<file path="src/rtl/axis_pkt_fifo_if.sv">
// AXI-Stream handshake bundle used on both sides of axis_pkt_fifo.
// master drives the payload and valid; slave drives ready.
interface axis_pkt_fifo_if #(
  parameter int DATA_WIDTH = 16,
  parameter int USER_WIDTH = 1
);
  logic [DATA_WIDTH-1:0] tdata;
  logic [USER_WIDTH-1:0] tuser;
  logic                  tlast;
  logic                  tvalid;
  logic                  tready;

  modport master (output tdata, tuser, tlast, tvalid, input tready);
  modport slave  (input tdata, tuser, tlast, tvalid, output tready);
endinterface

</file>
<file path="src/rtl/axis_pkt_fifo.sv">
// Single-clock AXI-Stream FIFO with a registered output stage, level/threshold flags
// and an optional store-and-forward mode that drops packets too large to ever fit.
//
// state   | meaning
// --------+---------------------------------------------------------------
// ST_PASS | normal operation, accepted words are stored
// ST_DROP | oversized packet in flight: words accepted and discarded to tlast
module axis_pkt_fifo #(
  parameter int DATA_WIDTH  = 16,
  parameter int USER_WIDTH  = 1,
  parameter int FIFO_LEN    = 16,
  parameter int PACKET_MODE = 0,
  parameter int AF_THR      = FIFO_LEN - 2,
  parameter int AE_THR      = 2
) (
  input  logic                      clk_i,
  input  logic                      reset_ni,
  axis_pkt_fifo_if.slave            s_axis_in,
  axis_pkt_fifo_if.master           m_axis_out,
  output logic [$clog2(FIFO_LEN):0] level_o,
  output logic                      almost_full_o,
  output logic                      almost_empty_o,
  output logic                      drop_o
);
  localparam int PW = $clog2(FIFO_LEN);
  localparam int WW = DATA_WIDTH + USER_WIDTH + 1;

  typedef logic [PW:0] ptr_t;
  typedef enum logic {ST_PASS, ST_DROP} state_t;

  localparam ptr_t AF_LVL = ptr_t'(AF_THR);
  localparam ptr_t AE_LVL = ptr_t'(AE_THR);

  state_t  state_q, state_d;
  ptr_t    wr_ptr, commit_ptr, rd_ptr, avail_ptr, mem_level;
  logic    full, in_fire, store, load, wr_rewind, drop_d;
  logic [WW-1:0] mem [FIFO_LEN];

  assign mem_level = wr_ptr - rd_ptr;
  assign full      = (wr_ptr[PW-1:0] == rd_ptr[PW-1:0]) && (wr_ptr[PW] != rd_ptr[PW]);

  assign s_axis_in.tready = (state_q == ST_DROP) || !full;
  assign in_fire          = s_axis_in.tvalid && s_axis_in.tready;
  assign store            = in_fire && (state_q == ST_PASS);

  // In store-and-forward mode the reader only sees words up to the last committed tlast.
  assign avail_ptr = (PACKET_MODE != 0) ? commit_ptr : wr_ptr;
  assign load      = (avail_ptr != rd_ptr) && (!m_axis_out.tvalid || m_axis_out.tready);

  always_comb begin
    state_d   = state_q;
    wr_rewind = 1'b0;
    drop_d    = 1'b0;
    case (state_q)
      ST_PASS: begin
        // Full with nothing committed means the current packet can never complete.
        if ((PACKET_MODE != 0) && full && (commit_ptr == rd_ptr) && s_axis_in.tvalid) begin
          state_d   = ST_DROP;
          wr_rewind = 1'b1;
        end
      end
      ST_DROP: begin
        if (in_fire && s_axis_in.tlast) begin
          state_d = ST_PASS;
          drop_d  = 1'b1;
        end
      end
      default: state_d = ST_PASS;
    endcase
  end

  always_ff @(posedge clk_i or negedge reset_ni) begin
    if (!reset_ni) begin
      state_q    <= ST_PASS;
      drop_o     <= 1'b0;
      wr_ptr     <= '0;
      commit_ptr <= '0;
      rd_ptr     <= '0;
    end else begin
      state_q <= state_d;
      drop_o  <= drop_d;
      if (wr_rewind)
        wr_ptr <= commit_ptr;
      else if (store)
        wr_ptr <= wr_ptr + ptr_t'(1);
      if (store && s_axis_in.tlast)
        commit_ptr <= wr_ptr + ptr_t'(1);
      if (load)
        rd_ptr <= rd_ptr + ptr_t'(1);
    end
  end

  always_ff @(posedge clk_i) begin
    if (store)
      mem[wr_ptr[PW-1:0]] <= {s_axis_in.tuser, s_axis_in.tlast, s_axis_in.tdata};
  end

  always_ff @(posedge clk_i or negedge reset_ni) begin
    if (!reset_ni) begin
      m_axis_out.tvalid <= 1'b0;
      m_axis_out.tdata  <= '0;
      m_axis_out.tuser  <= '0;
      m_axis_out.tlast  <= 1'b0;
    end else if (load) begin
      {m_axis_out.tuser, m_axis_out.tlast, m_axis_out.tdata} <= mem[rd_ptr[PW-1:0]];
      m_axis_out.tvalid <= 1'b1;
    end else if (m_axis_out.tready) begin
      m_axis_out.tvalid <= 1'b0;
    end
  end

  assign level_o        = mem_level + ptr_t'(m_axis_out.tvalid);
  assign almost_full_o  = (mem_level >= AF_LVL);
  assign almost_empty_o = (mem_level <= AE_LVL);
endmodule

</file>
<file path="src/flat_wrapper.sv">
// flat-port wrapper written by rule: the top's interface ports become plain ports
module axis_pkt_fifo_flat 
#(
  parameter int DATA_WIDTH  = 16,
  parameter int USER_WIDTH  = 1,
  parameter int FIFO_LEN    = 16,
  parameter int PACKET_MODE = 0,
  parameter int AF_THR      = FIFO_LEN - 2,
  parameter int AE_THR      = 2
)
  (clk_i, reset_ni, level_o, almost_full_o, almost_empty_o, drop_o, s_axis_in_tdata, s_axis_in_tuser, s_axis_in_tlast, s_axis_in_tvalid, s_axis_in_tready, m_axis_out_tdata, m_axis_out_tuser, m_axis_out_tlast, m_axis_out_tvalid, m_axis_out_tready);
  axis_pkt_fifo_if #(.DATA_WIDTH(DATA_WIDTH), .USER_WIDTH(USER_WIDTH)) s_axis_in_i ();
  axis_pkt_fifo_if #(.DATA_WIDTH(DATA_WIDTH), .USER_WIDTH(USER_WIDTH)) m_axis_out_i ();
  input  logic clk_i;
  input  logic reset_ni;
  output logic [$clog2(FIFO_LEN):0] level_o;
  output logic almost_full_o;
  output logic almost_empty_o;
  output logic drop_o;
  input wire logic [$bits(s_axis_in_i.tdata)-1:0] s_axis_in_tdata;
  input wire logic [$bits(s_axis_in_i.tuser)-1:0] s_axis_in_tuser;
  input wire logic [$bits(s_axis_in_i.tlast)-1:0] s_axis_in_tlast;
  input wire logic [$bits(s_axis_in_i.tvalid)-1:0] s_axis_in_tvalid;
  output wire logic [$bits(s_axis_in_i.tready)-1:0] s_axis_in_tready;
  output wire logic [$bits(m_axis_out_i.tdata)-1:0] m_axis_out_tdata;
  output wire logic [$bits(m_axis_out_i.tuser)-1:0] m_axis_out_tuser;
  output wire logic [$bits(m_axis_out_i.tlast)-1:0] m_axis_out_tlast;
  output wire logic [$bits(m_axis_out_i.tvalid)-1:0] m_axis_out_tvalid;
  input wire logic [$bits(m_axis_out_i.tready)-1:0] m_axis_out_tready;
  assign s_axis_in_i.tdata = s_axis_in_tdata;
  assign s_axis_in_i.tuser = s_axis_in_tuser;
  assign s_axis_in_i.tlast = s_axis_in_tlast;
  assign s_axis_in_i.tvalid = s_axis_in_tvalid;
  assign s_axis_in_tready = s_axis_in_i.tready;
  assign m_axis_out_tdata = m_axis_out_i.tdata;
  assign m_axis_out_tuser = m_axis_out_i.tuser;
  assign m_axis_out_tlast = m_axis_out_i.tlast;
  assign m_axis_out_tvalid = m_axis_out_i.tvalid;
  assign m_axis_out_i.tready = m_axis_out_tready;
  axis_pkt_fifo #(.DATA_WIDTH(DATA_WIDTH), .USER_WIDTH(USER_WIDTH), .FIFO_LEN(FIFO_LEN), .PACKET_MODE(PACKET_MODE), .AF_THR(AF_THR), .AE_THR(AE_THR)) u_core (.clk_i(clk_i), .reset_ni(reset_ni), .s_axis_in(s_axis_in_i), .m_axis_out(m_axis_out_i), .level_o(level_o), .almost_full_o(almost_full_o), .almost_empty_o(almost_empty_o), .drop_o(drop_o));
endmodule
</file>
<file path="config.mk">
export PLATFORM = sky130hd
export DESIGN_NAME = axis_pkt_fifo_flat
export DESIGN_NICKNAME = d
export VERILOG_FILES = /design/src/rtl/axis_pkt_fifo_if.sv /design/src/rtl/axis_pkt_fifo.sv /design/src/flat_wrapper.sv
export SDC_FILE = /design/constraint.sdc
export NUM_CORES = 1
export LEC_CHECK = 0
export ABC_AREA = 1
export CORE_MARGIN = 4
export CORE_UTILIZATION = 50
export CTS_BUF_LIST = sky130_fd_sc_hd__clkbuf_8
export CTS_CLUSTER_DIAMETER = 200
export DETAILED_ROUTE_END_ITERATION = 12
export GPL_TIMING_DRIVEN = 0
export PLACE_DENSITY = 0.66
export SLEW_MARGIN = 30
export SYNTH_ARGS = -nofsm -noshare
export SYNTH_HDL_FRONTEND = slang
export SYNTH_SLANG_ARGS = --single-unit
</file>
<file path="constraint.sdc">
create_clock -name clk_i -period 8.1 [get_ports clk_i]
set_input_delay 2.43 -clock clk_i [delete_from_list [all_inputs] [get_ports clk_i]]
set_output_delay 2.43 -clock clk_i [all_outputs]
set_load 0.005 [all_outputs]
</file>
==> metrics.md <==
| Metric | Value |
|---|---|
| Final setup fails | 0 |
| Vias/cell | roughly 5.2 |
| CTS sink count | roughly 320 |
| Lkg Pwr | around 6.7 nW |
| Worst setup path class | reg -> out |
| Critical path peak fanout | 10 |
| #FFs+latches synth | 319 |
| Power Density | 356.3 nW/µm² |
| Final WL | 32.91 mm |
| Global-route wire length before repair | between 50 and 60 mm |
| Cts hold-fix bufs | 0 |
| Largest net degree at the start of global routing | 25 |
| Most Frequent Cell on Critical Path | nand2_1 |
| Cell Area, Synth | 13,750 µm² |
| Setup bufs post-CTS | 0 |
| Share of the synthesized area in the top cell type | 62.88% |
| Post-CTS sizing | 0 |
| Critical Path RT | about 5.7 ns |
| Placement Rows | 60 |
| Setup TNS | 0 ns |
| GRT Overall Usage | a little over a fifth |
| DP Wirelength | 21.71 mm |
| Total Power | 5.618 mW |
| Clock latency on the worst-skew pair | between 0.5 and 0.6 ns |
| CP Cell Sequence | inv_1 -> buf_2 -> buf_1 -> ha_1 -> a21oi_1 -> nand2_1 -> xor2_1 -> nand3_1 -> nand2_1 -> clkdlybuf4s50_1 |
| Share of layout cells above drive strength 1 | about a tenth |
| MaxCap Viol Count | 0 |
| Initial antenna violation count | 0 |
| Crit path time final | 5.882 ns |
| Die area | just over 30,000 µm² |
| Worst-margin pin slew | around 0.76 ns |
| Die height | 173.9 µm |
| Setup crit start kind | register |
| Cells after synthesis | approximately 1,300 |
| Post-synthesis sequential area ratio | 68.52% |
| Chip Width | 173.9 µm |
| Placed Cells | about 1,700 |
| Worst EP arrival | about 3.5 ns |
| CTS tree | done |
| Drt first pass iters | 5 |
| Yosys cell types | 23 |
| GR Overflow Total | 0 |
| Starting Density | around half |
| Final Hold Viols | 0 |
| P&R area growth vs syn | 14.66% |
| Status | finished, final reports clean |
| Num CTS Buffers | 51 |
| Max rail drop VDD | 0.0001925 V |
| DRC violations left | 0 |
| Vias | a little over 9,000 |
| Max H-tree Level | 2 |
| GP Congestion | 0.8945 |
| Vias in the first global route | between 8,000 and 9,000 |
| Slowest CP cell | clkdlybuf4s50_1 |
| Delay of the slowest critical-path stage | approximately 0.50 ns |
| WL/cell | 18.44 µm |
| Clk root buf | clkbuf_8 |
| Rel. slew slack | around half |
| Worst Setup End Kind | output port |
| Top post-synthesis cells by area | edfxtp_1, nand2_1, nand3_1, dfrtp_1, inv_1 |
| Antenna cells | 0 |
| DP Area | between 10,000 and 15,000 µm² |
| Non-filler cells, final | 1,785 |
| Post-synth top area cell | edfxtp_1 |
| Synth warn | 0 |
| RSZ-0062 raised after global routing | false |
| Final-report max-slew violation count | 0 |
| Syn_nets | roughly 1,300 |
| Antenna-violating nets left | 0 |
| Final net count | 1,437 |
| Core box area | ~27,000 µm² |
| Tightest Hold Check Type | reg -> reg |
| I/O Buffers | approximately 50 |
| Final instance area | 15,770 µm² |
| Max Clock Skew | about 0.021 ns |
| Clock buffer depth | 3 |
| Max Fclk | 0.1700 GHz |
| Fin crit share | between 70 and 80% |
| Syn_area_per_cell | between 10 and 15 µm² |
| # IOs | 50 |
| Initial drt markers | slightly above 800 |
| Clock Pin Slew Worst Setup and Hold Paths | 0.06 ns |
==> kinds of logic (layout without fill, tap and decap cells) <==
| family | count (synthesis) | count (layout) | synth area share, % |
|---|---|---|---|
| compound gates | 44 | 44 | 2.092 |
| flops | 319 | 319 | 68.52 |
| xor+xnor | 9 | 9 | 0.5732 |
| buf+inv | 263 | 410 | 7.969 |
| fa+ha+maj | 12 | 12 | 1.146 |
| simple gates | 650 | 650 | 19.70 |
==> path summary, 6_finish.rpt <==
check / to / startpoint / depth (start not counted) / slack, ns
worst min register to register: u_core.drop_o$_DFF_PN0_ / u_core.state_q$_DFF_PN0_ / 2 / 0.49
worst min-delay path: u_core.drop_o$_DFF_PN0_ / u_core.state_q$_DFF_PN0_ / 2 / 0.49
min in group asynchronous: u_core.m_axis_out.tdata[11]$_DFFE_PN0P_ / reset_ni / 1 / 1.72
max in group asynchronous: u_core.rd_ptr[2]$_DFFE_PN0P_ / reset_ni / 2 / 5.97
worst max register to register: u_core.mem[0][1]$_DFFE_PP_ / u_core.rd_ptr[2]$_DFFE_PN0P_ / 12 / 4.55
worst max-delay path: level_o[4] / u_core.rd_ptr[2]$_DFFE_PN0P_ / 10 / 2.22
==> state kept, by name, indices dropped and copies added, names as in the netlist <==
register and count:
u_core.m_axis_out.tuser 1, u_core.drop_o 1, u_core.m_axis_out.tvalid 1, u_core.rd_ptr 5, u_core.m_axis_out.tdata 16, u_core.avail_ptr 5
u_core.m_axis_out.tlast 1, u_core.mem 288, u_core.state_q 1
==> worst max-delay path: cells and delay by family (launching register included) <==
kind,cells,cell delay (ns)
AND/OR/NAND/NOR,3,0.29
flip-flops,1,0.41
adder cells (fa/ha/maj),1,0.40
XOR/XNOR,1,0.34
AO/OA/AOI/OAI,1,0.17
buffers and inverters,4,1.28
==> layout make-up <==
| cell class | instances | area, µm² |
|---|---|---|
| tap | 341 | 426.7 |
| fill | 2187 | 11260 |
| clock inverter | 40 | 180.2 |
| multi-input combinational | 715 | 3343 |
| inverter | 204 | 765.7 |
| sequential | 319 | 9424 |
| timing repair buffer | 53 | 555.5 |
| buffer | 59 | 330.3 |
| clock buffer | 54 | 743.2 |
==> metrics by stage <==
step           hold slack (ns)  setup slack, ns  util, %
6_report                0.4939            2.218    58.35
5_1_grt                 0.5461            1.992    58.35
4_1_cts                 0.5011            2.203    58.35
3_5_place_dp            0.4864            2.817    54.93
3_3_place_gp            0.4670            2.684    54.28
2_1_floorplan           0.4532            3.751        -
==> power breakdown <==
group / switching [mW] / leakage (nW) / total (mW) / internal, mW
Combinational: 1.46 / 3.12 / 2.26 / 0.795
Sequential: 0.100 / 2.96 / 2.12 / 2.02
Clock: 0.596 / 0.565 / 1.24 / 0.644
==> synth_stat cells <==
master	count
nand2_2	1
fa_1	1
buf_6	9
xor2_1	7
clkinv_1	1
buf_1	6
edfxtp_1	288
ha_1	11
nor3_1	2
o21ai_1	1
nand2_1	381
a21oi_2	18
clkbuf_1	11
xnor2_1	2
o21ai_0	4
inv_1	200
buf_2	33
a21oi_1	21
nor2_1	56
dfrtp_1	31
inv_2	3
nand3_1	209
nor2_2	1
==> placed cells by master, fill, tap and decap left out <==
| cell type | synthesis | routed |
|---|---|---|
| nand2_1 | 381 | 381 |
| edfxtp_1 | 288 | 288 |
| inv_1 | 200 | 225 |
| nand3_1 | 209 | 209 |
| clkbuf_8 | 0 | 54 |
| clkdlybuf4s50_1 | 0 | 48 |
| nor2_1 | 56 | 40 |
| buf_2 | 33 | 34 |
| dfrtp_1 | 31 | 31 |
| a21oi_1 | 21 | 21 |
| a21oi_2 | 18 | 18 |
| nor2_4 | 0 | 14 |
| clkinv_1 | 1 | 12 |
| clkbuf_1 | 11 | 11 |
| buf_6 | 9 | 11 |
| ha_1 | 11 | 11 |
| xor2_1 | 7 | 7 |
| buf_1 | 6 | 6 |
| o21ai_0 | 4 | 4 |
| nor2_2 | 1 | 3 |
| inv_2 | 3 | 3 |
| clkinv_2 | 0 | 3 |
| xnor2_1 | 2 | 2 |
| nor3_1 | 2 | 2 |
| nand2_2 | 1 | 1 |
| o21ai_1 | 1 | 1 |
| fa_1 | 1 | 1 |
| bufinv_16 | 0 | 1 |
| buf_16 | 0 | 1 |
| buf_12 | 0 | 1 |
==> per-layer routing <==
metal / track usage [%] / share of wire [%]
met2: 34.74 / 47
met5: 0 / 0
met3: 3.686 / 7.4
met1: 30.01 / 43
met4: 6.895 / 2.7
Power figures use the tool's default switching activity.
